===== config.mk =====
export PLATFORM = sky130hd
export DESIGN_NAME = axi_frame_reader
export DESIGN_NICKNAME = d
export VERILOG_FILES = /design/src/rtl/frame_reader_pkg.sv /design/src/rtl/frame_reader_fifo.sv /design/src/rtl/axi_frame_reader.sv
export SDC_FILE = /design/constraint.sdc
export NUM_CORES = 1
export LEC_CHECK = 0
export CAP_MARGIN = 20
export CELL_PAD_IN_SITES_DETAIL_PLACEMENT = 2
export CELL_PAD_IN_SITES_GLOBAL_PLACEMENT = 2
export CORE_MARGIN = 1.5
export CORE_UTILIZATION = 44
export DETAILED_ROUTE_END_ITERATION = 12
export MAX_ROUTING_LAYER = met4
export PLACE_DENSITY_LB_ADDON = 0.08
export SLEW_MARGIN = 20
export SYNTH_ARGS = -nofsm -noshare
export SYNTH_HDL_FRONTEND = slang
export SYNTH_SLANG_ARGS = --single-unit

===== constraint.sdc =====
create_clock -name aclk -period 4.38 [get_ports aclk]
set_input_delay 1.314 -clock aclk [delete_from_list [all_inputs] [get_ports aclk]]
set_output_delay 1.314 -clock aclk [all_outputs]
set_load 0.005 [all_outputs]

===== src/rtl/frame_reader_pkg.sv =====
// frame_reader_pkg: shared types and constants for axi_frame_reader.
//   state_t         address FSM state encoding (IDLE, ADDR, DATA, DRAIN)
//   SIZE_OF_BYTE    bits per byte
//   BURST_BEATS     beats per AXI burst (arlen = BURST_BEATS-1)
//   BURST_BYTES     bytes per burst at 64-bit data width
//   frame_bytes()   bytes in one frame buffer
//   frame_bursts()  bursts needed to read one frame buffer
package frame_reader_pkg;

  typedef enum logic [1:0] {
    ST_IDLE  = 2'd0,
    ST_ADDR  = 2'd1,
    ST_DATA  = 2'd2,
    ST_DRAIN = 2'd3
  } state_t;

  localparam int SIZE_OF_BYTE = 8;
  localparam int BURST_BEATS  = 16;
  localparam int BURST_BYTES  = 128;

  function automatic int frame_bytes(input int w, input int h, input int pix_bytes);
    return w * h * pix_bytes;
  endfunction

  function automatic int frame_bursts(input int w, input int h, input int pix_bytes);
    return frame_bytes(w, h, pix_bytes) / BURST_BYTES;
  endfunction

endpackage


===== src/rtl/frame_reader_fifo.sv =====
// frame_reader_fifo: synchronous beat FIFO with a registered read stage.
//   clk, rst_n     clock and asynchronous active-low reset
//   wr_en/wr_data  push one entry (ignored when full)
//   full/empty     storage status (empty also covers the output register)
//   free_slots     free entries in the storage array
//   rd_valid/data  registered head entry, held until rd_pop
//   rd_pop         consume the head entry
module frame_reader_fifo #(
  parameter int WIDTH = 65,
  parameter int DEPTH = 32
) (
  input  logic                     clk,
  input  logic                     rst_n,
  input  logic                     wr_en,
  input  logic [WIDTH-1:0]         wr_data,
  output logic                     full,
  output logic                     empty,
  output logic [$clog2(DEPTH):0]   free_slots,
  input  logic                     rd_pop,
  output logic                     rd_valid,
  output logic [WIDTH-1:0]         rd_data
);

  localparam int PTR_W = $clog2(DEPTH);
  localparam int CNT_W = PTR_W + 1;

  logic [WIDTH-1:0] mem_q [DEPTH];
  logic [PTR_W-1:0] wr_ptr_q, wr_ptr_d, rd_ptr_q, rd_ptr_d;
  logic [CNT_W-1:0] count_q, count_d;
  logic             out_valid_q, out_valid_d;
  logic [WIDTH-1:0] out_data_q, out_data_d;
  logic             wr_fire, load;

  // The output register refills from storage whenever it is empty or being
  // consumed, so a steady stream of pops sees one new entry per cycle.
  always_comb begin
    full        = (count_q == CNT_W'(DEPTH));
    empty       = (count_q == '0) && !out_valid_q;
    free_slots  = CNT_W'(DEPTH) - count_q;
    wr_fire     = wr_en && !full;
    load        = (count_q != '0) && (!out_valid_q || rd_pop);
    wr_ptr_d    = wr_ptr_q + PTR_W'(wr_fire);
    rd_ptr_d    = rd_ptr_q + PTR_W'(load);
    count_d     = count_q + CNT_W'(wr_fire) - CNT_W'(load);
    out_valid_d = out_valid_q;
    out_data_d  = out_data_q;
    if (load) begin
      out_valid_d = 1'b1;
      out_data_d  = mem_q[rd_ptr_q];
    end else if (rd_pop) begin
      out_valid_d = 1'b0;
    end
  end

  always_ff @(posedge clk or negedge rst_n) begin
    if (!rst_n) begin
      wr_ptr_q    <= '0;
      rd_ptr_q    <= '0;
      count_q     <= '0;
      out_valid_q <= 1'b0;
      out_data_q  <= '0;
    end else begin
      wr_ptr_q    <= wr_ptr_d;
      rd_ptr_q    <= rd_ptr_d;
      count_q     <= count_d;
      out_valid_q <= out_valid_d;
      out_data_q  <= out_data_d;
    end
  end

  // Storage needs no reset; emptiness is tracked by the pointers and count.
  always_ff @(posedge clk) begin
    if (wr_fire) mem_q[wr_ptr_q] <= wr_data;
  end

  assign rd_valid = out_valid_q;
  assign rd_data  = out_data_q;

endmodule


===== src/rtl/axi_frame_reader.sv =====
// axi_frame_reader: AXI3 read master that fetches a frame buffer in 16-beat
// INCR bursts and streams it out as 24-bit pixels, two per 64-bit beat.
//   aclk, aresetn   clock and asynchronous active-low reset
//   frame_start     request one frame (one-deep pending while busy)
//   m_axi_ar*/r*    AXI3 read address/data channels, one burst outstanding
//   m_axis_t*       pixel stream; tuser = start of frame, tlast = end of line
//   busy            frame in progress; frame_done one-cycle completion pulse
//   rd_err          sticky read-error flag
// Optional feature macro FRAME_READER_RRESP_CHECK_EN: when defined, a beat
// with rresp != OKAY sets rd_err and its two pixels are output as zero;
// when undefined rresp is ignored and rd_err is tied to 0.
module axi_frame_reader
  import frame_reader_pkg::*;
#(
  parameter int              PIX_SIZE_IN_BYTES = 4,
  parameter int              ADDR_W            = 32,
  parameter int              DATA_W            = 64,
  parameter int              FRAME_W           = 1920,
  parameter int              FRAME_H           = 1080,
  parameter logic [ADDR_W-1:0] ADDR_START      = 'h1000_0000,
  parameter int              FIFO_DEPTH        = 32
) (
  input  logic              aclk,
  input  logic              aresetn,
  input  logic              frame_start,
  output logic [ADDR_W-1:0] m_axi_araddr,
  output logic [3:0]        m_axi_arlen,
  output logic [2:0]        m_axi_arsize,
  output logic [1:0]        m_axi_arburst,
  output logic [3:0]        m_axi_arcache,
  output logic [2:0]        m_axi_arprot,
  output logic              m_axi_arlock,
  output logic [3:0]        m_axi_arqos,
  output logic              m_axi_arvalid,
  input  logic              m_axi_arready,
  input  logic [DATA_W-1:0] m_axi_rdata,
  input  logic [1:0]        m_axi_rresp,
  input  logic              m_axi_rlast,
  input  logic              m_axi_rvalid,
  output logic              m_axi_rready,
  output logic [23:0]       m_axis_tdata,
  output logic              m_axis_tvalid,
  input  logic              m_axis_tready,
  output logic              m_axis_tuser,
  output logic              m_axis_tlast,
  output logic              busy,
  output logic              frame_done,
  output logic              rd_err
);

  localparam int NUM_BURSTS = frame_bursts(FRAME_W, FRAME_H, PIX_SIZE_IN_BYTES);
  localparam int BIDX_W     = $clog2(NUM_BURSTS + 1);
  localparam int COL_W      = $clog2(FRAME_W + 1);
  localparam int ROW_W      = $clog2(FRAME_H + 1);
  localparam int FCNT_W     = $clog2(FIFO_DEPTH) + 1;
  localparam int PIX_BITS   = PIX_SIZE_IN_BYTES * SIZE_OF_BYTE;

  if ((FRAME_W % 2) != 0) begin : g_bad_width
    $fatal(1, "axi_frame_reader: FRAME_W must be even");
  end
  if ((frame_bytes(FRAME_W, FRAME_H, PIX_SIZE_IN_BYTES) % BURST_BYTES) != 0) begin : g_bad_size
    $fatal(1, "axi_frame_reader: frame size must be a multiple of 128 bytes");
  end

  state_t            state_q, state_d;
  logic [BIDX_W-1:0] burst_idx_q, burst_idx_d;
  logic              pending_q, pending_d;
  logic              frame_done_q, frame_done_d;
  logic [COL_W-1:0]  col_q, col_d;
  logic [ROW_W-1:0]  row_q, row_d;
  logic              half_q, half_d;

  logic              fifo_full, fifo_empty, fifo_pop, fifo_wr_err;
  logic [FCNT_W-1:0] fifo_free;
  logic              fifo_valid;
  logic [DATA_W:0]   fifo_rdata;
  logic              space_ok, ar_fire, r_fire, t_fire, last_pix_fire, beat_err;
  logic [23:0]       pix_data;

  // The error bit rides alongside each beat so the zeroing happens on the
  // pixels that actually came from the faulty beat.
`ifdef FRAME_READER_RRESP_CHECK_EN
  logic rd_err_q, rd_err_d;
  assign fifo_wr_err = (m_axi_rresp != 2'b00);
  assign beat_err    = fifo_rdata[DATA_W];
  assign rd_err_d    = rd_err_q | (r_fire && fifo_wr_err);
  always_ff @(posedge aclk or negedge aresetn) begin
    if (!aresetn) rd_err_q <= 1'b0;
    else          rd_err_q <= rd_err_d;
  end
  assign rd_err = rd_err_q;
  logic unused_ok;
  assign unused_ok = ^{fifo_empty, fifo_rdata};
`else
  assign fifo_wr_err = 1'b0;
  assign beat_err    = 1'b0;
  assign rd_err      = 1'b0;
  logic unused_ok;
  assign unused_ok = ^{fifo_empty, fifo_rdata, m_axi_rresp};
`endif

  frame_reader_fifo #(
    .WIDTH (DATA_W + 1),
    .DEPTH (FIFO_DEPTH)
  ) u_fifo (
    .clk        (aclk),
    .rst_n      (aresetn),
    .wr_en      (r_fire),
    .wr_data    ({fifo_wr_err, m_axi_rdata}),
    .full       (fifo_full),
    .empty      (fifo_empty),
    .free_slots (fifo_free),
    .rd_pop     (fifo_pop),
    .rd_valid   (fifo_valid),
    .rd_data    (fifo_rdata)
  );

  assign m_axi_arlen   = 4'(BURST_BEATS - 1);
  assign m_axi_arsize  = 3'($clog2(DATA_W / SIZE_OF_BYTE));
  assign m_axi_arburst = 2'b01;
  assign m_axi_arcache = 4'd0;
  assign m_axi_arprot  = 3'd0;
  assign m_axi_arlock  = 1'b0;
  assign m_axi_arqos   = 4'd0;

  // A burst is only requested once the whole burst fits in the FIFO. While
  // waiting in ADDR no beats arrive, so free space only grows and arvalid,
  // once raised, stays up until the handshake.
  always_comb begin
    space_ok      = (fifo_free >= FCNT_W'(BURST_BEATS));
    m_axi_arvalid = (state_q == ST_ADDR) && space_ok;
    m_axi_araddr  = '0;
    if (m_axi_arvalid)
      m_axi_araddr = ADDR_START + (ADDR_W'(burst_idx_q) << $clog2(BURST_BYTES));
    m_axi_rready  = (state_q == ST_DATA) && !fifo_full;
    ar_fire       = m_axi_arvalid && m_axi_arready;
    r_fire        = m_axi_rvalid && m_axi_rready;
  end

  // Stream side: the low pixel of a beat goes out first, the beat is popped
  // after its high pixel is accepted.
  always_comb begin
    pix_data      = half_q ? fifo_rdata[PIX_BITS +: 24] : fifo_rdata[0 +: 24];
    m_axis_tvalid = fifo_valid;
    m_axis_tdata  = '0;
    m_axis_tuser  = 1'b0;
    m_axis_tlast  = 1'b0;
    if (fifo_valid) begin
      m_axis_tdata = beat_err ? 24'h000000 : pix_data;
      m_axis_tuser = (col_q == '0) && (row_q == '0);
      m_axis_tlast = (col_q == COL_W'(FRAME_W - 1));
    end
    t_fire        = m_axis_tvalid && m_axis_tready;
    fifo_pop      = t_fire && half_q;
    last_pix_fire = t_fire && (col_q == COL_W'(FRAME_W - 1)) && (row_q == ROW_W'(FRAME_H - 1));
    half_d = half_q;
    col_d  = col_q;
    row_d  = row_q;
    if (t_fire) begin
      half_d = !half_q;
      if (col_q == COL_W'(FRAME_W - 1)) begin
        col_d = '0;
        row_d = (row_q == ROW_W'(FRAME_H - 1)) ? '0 : row_q + 1'b1;
      end else begin
        col_d = col_q + 1'b1;
      end
    end
  end

  // Address FSM next state. A start seen while a frame runs is remembered
  // once and launched from IDLE right after frame_done.
  always_comb begin
    state_d      = state_q;
    burst_idx_d  = burst_idx_q;
    pending_d    = pending_q;
    frame_done_d = 1'b0;
    if (frame_start && (state_q != ST_IDLE)) pending_d = 1'b1;
    case (state_q)
      ST_IDLE: begin
        burst_idx_d = '0;
        if (frame_start || pending_q) begin
          state_d   = ST_ADDR;
          pending_d = 1'b0;
        end
      end
      ST_ADDR: begin
        if (ar_fire) state_d = ST_DATA;
      end
      ST_DATA: begin
        if (r_fire && m_axi_rlast) begin
          burst_idx_d = burst_idx_q + 1'b1;
          state_d     = (burst_idx_q == BIDX_W'(NUM_BURSTS - 1)) ? ST_DRAIN : ST_ADDR;
        end
      end
      ST_DRAIN: begin
        if (last_pix_fire) begin
          frame_done_d = 1'b1;
          state_d      = ST_IDLE;
        end
      end
      default: state_d = ST_IDLE;
    endcase
  end

  always_ff @(posedge aclk or negedge aresetn) begin
    if (!aresetn) begin
      state_q      <= ST_IDLE;
      burst_idx_q  <= '0;
      pending_q    <= 1'b0;
      frame_done_q <= 1'b0;
      col_q        <= '0;
      row_q        <= '0;
      half_q       <= 1'b0;
    end else begin
      state_q      <= state_d;
      burst_idx_q  <= burst_idx_d;
      pending_q    <= pending_d;
      frame_done_q <= frame_done_d;
      col_q        <= col_d;
      row_q        <= row_d;
      half_q       <= half_d;
    end
  end

  assign busy       = (state_q != ST_IDLE);
  assign frame_done = frame_done_q;

endmodule


==> impl_metrics.env <==
export IMPL_drtIter0Drc=3115
export IMPL_ys_top_cells_by_area="edfxtp_1 72%, mux4_2 8.4%, mux2i_1 5.6%, dfrtp_1 4.2%, o22ai_1 0.95%"
export IMPL_die_area_um2=148000
export IMPL_hold_violations=0
export IMPL_drive_gt1_frac=0.204
export IMPL_post_synth_cell_area_avg_um2=19.3
export IMPL_vias=33919
export IMPL_p_total_w=0.0451
export IMPL_drt_pass1_iterations=7
export IMPL_synth_top_area_share=0.719
export IMPL_syn_area_um2=64200
export IMPL_hold_end="pending_q"
export IMPL_synth_ff_type="edfxtp_1"
export IMPL_hpwl_um=108000
export IMPL_root_buffer="clkbuf_16"
export IMPL_portBuffers=102
export IMPL_cts_tree="built"
export IMPL_yosys_area_top_type="edfxtp_1"
export IMPL_clk_pin_slew_ns=0.06
export IMPL_gp_congestion=0.769
export IMPL_post_route_period_util=0.988
export IMPL_hold_buffers=0
export IMPL_whs_path_depth=2
export IMPL_report_final_slew_viol_count=0
export IMPL_grt_ovfl_total=0
export IMPL_async_flop_share=0.0657
export IMPL_r2r_cells=7
export IMPL_postSynthCellCount=3331
export IMPL_fin_util=0.515
export IMPL_core_area_um2=144000
export IMPL_die_y_um=385
export IMPL_period_needed_ns=4.33
export IMPL_timing_final_ws_setup_ns=0.0533
export IMPL_p_leak_nw=24.7
export IMPL_setup_viol=0
export IMPL_cts_sinks=1644
export IMPL_grt_setup_unrepaired="false"
export IMPL_area_delta_synth_final_pct=15.6
export IMPL_io_pins=158
export IMPL_crit_arrival_ns=3.01
export IMPL_clock_latency_ns=0.81
export IMPL_required_ns=3.07
export IMPL_wire_per_inst_um=35.6
export IMPL_grt_max_degree=77
export IMPL_seq_area_frac_synth=0.761
export IMPL_ys_seq_elements=1644
export IMPL_synth_edff_count=1536
export IMPL_rows=139
export IMPL_routed_wirelength_um=200000
export IMPL_antenna_found_initial=11
export IMPL_r2r_end="u_fifo.mem_q[28][39]"
export IMPL_critPathMaxFanout=10
export IMPL_status="complete, no violations"
export IMPL_reg2reg_slack_ns=1.09
export IMPL_r2r_start="u_fifo.count_q[4]"
export IMPL_pre_cts_ws_ns=0.203
export IMPL_grt_usage=0.281
export IMPL_numCtsBuffers=172
export IMPL_fmax_mhz=231
export IMPL_fin_nets=3647
export IMPL_cp_end_kind="output port"
export IMPL_cts_max_level=4
export IMPL_ys_warn_count=0
export IMPL_worstHoldStart="pending_q"
export IMPL_cp_start_kind="register"
export IMPL_ir_drop_mv=0.439
export IMPL_dieWidth_um=385
export IMPL_synth_cell_types=56
export IMPL_start_util=0.445
export IMPL_slew_headroom=0.235
export IMPL_worstSetupPathType="reg2out"
export IMPL_route_antenna_remaining_nets=0
export IMPL_cts_buffer_depth=3
export IMPL_worst_slew_pin_slew_ns=1.14
export IMPL_final_setup_skew_ns=0.0298
export IMPL_grt_pass1_wl_um=283000
export IMPL_drc=0
export IMPL_hp_class="reg2reg"
export IMPL_via_per_inst=6.05
export IMPL_maxCapViolCount=0
export IMPL_grt_pass1_vias=37352
export IMPL_power_density_nw_per_um2=608
-- power by group --
| group | switching, W | internal [W] |
|---|---|---|
| Combinational | 0.00675 | 0.00524 |
| Clock | 0.00621 | 0.00831 |
| Sequential | 0.000926 | 0.0177 |
| Total | 0.0139 | 0.0312 |
-- sequential cells by signal (all words and copies together) (netlist names) --
name	count
u_fifo.rd_ptr_q	5
state_q	2
u_fifo.count_q	6
pending_q	1
half_q	1
u_fifo.rd_valid	1
u_fifo.mem_q	1536
burst_idx_q	16
u_fifo.rd_data	48
u_fifo.wr_ptr_q	5
frame_done	1
col_q	11
row_q	11
-- cell usage after synthesis, drive strengths merged (3+ instances only) --
library cell,n
a211oi,48
a21oi,59
and2,9
and3,70
buf,131
clkbuf,87
dfrtp,108
edfxtp,1536
ha,20
inv,17
mux2i,361
mux4,240
nand2,120
nand3,72
nand3b,9
nand4,6
nor2,90
nor2b,53
nor3,13
nor3b,3
nor4,5
o21ai,56
o21bai,3
o221a,47
o22ai,97
or3b,4
xnor2,23
xor2,15
-- cells by family (layout without fill, tap and decap cells) --
logic type	after synthesis	count (layout)	share of synthesized area
flops	1644	1644	0.761
mux	601	601	0.141
simple gates	468	468	0.0369
compound gates	321	321	0.0341
buf+inv	236	569	0.0182
xor+xnor	38	38	0.00519
fa+ha+maj	21	21	0.00421
other cells	2	40	0.000117
-- through the flow --
stage                     cell area [um2]  instances  hold slack [ns]  setup TNS, ns
after global placement              68800       5282            0.486              0
after detailed placement            68800       5282            0.489              0
after global routing                74200       5605            0.507              0
final                               74200       5605            0.503              0
after floorplan                     64300       3366            0.459        -139.25
after CTS                           74400       5602            0.479              0
-- layout by cell type, fill, tap and decap left out, types with 7 or more instances in the layout --
master | netlist | routed
nand3_1 | 72 | 71
xor2_1 | 15 | 15
xnor2_1 | 23 | 23
mux4_2 | 240 | 240
a211oi_1 | 48 | 48
mux2i_1 | 361 | 361
clkinvlp_4 | 0 | 7
bufinv_16 | 0 | 10
nand2_1 | 119 | 118
clkinv_2 | 0 | 26
clkbuf_16 | 0 | 177
o221a_2 | 47 | 47
nor2_1 | 90 | 56
buf_4 | 49 | 56
nor3_1 | 12 | 12
a21oi_1 | 59 | 58
buf_2 | 75 | 36
clkdlybuf4s50_1 | 0 | 65
clkbuf_8 | 0 | 18
clkinv_1 | 1 | 31
clkbuf_1 | 87 | 43
edfxtp_1 | 1536 | 1536
o22ai_1 | 97 | 97
ha_1 | 20 | 20
dfrtp_1 | 108 | 103
nand3b_1 | 9 | 9
and3_1 | 70 | 70
inv_1 | 17 | 17
nor2_4 | 0 | 34
buf_12 | 0 | 73
conb_1 | 2 | 37
o21ai_0 | 55 | 55
nor2b_1 | 53 | 50
-- layout make-up --
class | instances | area, um2
antenna | 3 | 7.51
clock buffer | 238 | 4840
clock inverter | 82 | 696
fill | 12483 | 70000
inverter | 18 | 67.6
multi-input combinational | 1486 | 14600
sequential | 1644 | 48800
tap | 1903 | 2380
timing repair buffer | 231 | 2720
-- how the worst max path moves through the flow --
stage	startpoint	to	depth (start not counted)
floorplan	m_axi_rvalid	u_fifo.mem_q[28][0]	5
global placement	m_axi_rvalid	u_fifo.mem_q[28][9]	5
detailed placement	m_axi_rvalid	u_fifo.mem_q[28][10]	5
CTS	half_q	m_axis_tdata[20]	4
global route	state_q[0]	m_axi_araddr[13]	3
finish	half_q	m_axis_tdata[20]	4
-- worst max-delay path, stage by stage (launching register included) --
cell             delay [ns]
dfrtp_2                0.76
buf_4                  0.36
mux2i_1                0.13
nor2_1                 0.34
clkdlybuf4s50_1        0.60
-- what timing repair did --
item	CTS	global route
cloned	0	0
endpoints found under the setup margin	18	5
buffers inserted	0	0
resized for setup	1	1
-- routing by layer --
layer,up-vias,share of wire,global-route usage
met5,-,0,-
met3,268,0.050,0.0365
met1,18649,0.42,0.369
li1,13873,-,-
met4,0,0.020,0.0693
met2,1129,0.51,0.468
Power figures use the tool's default switching activity.
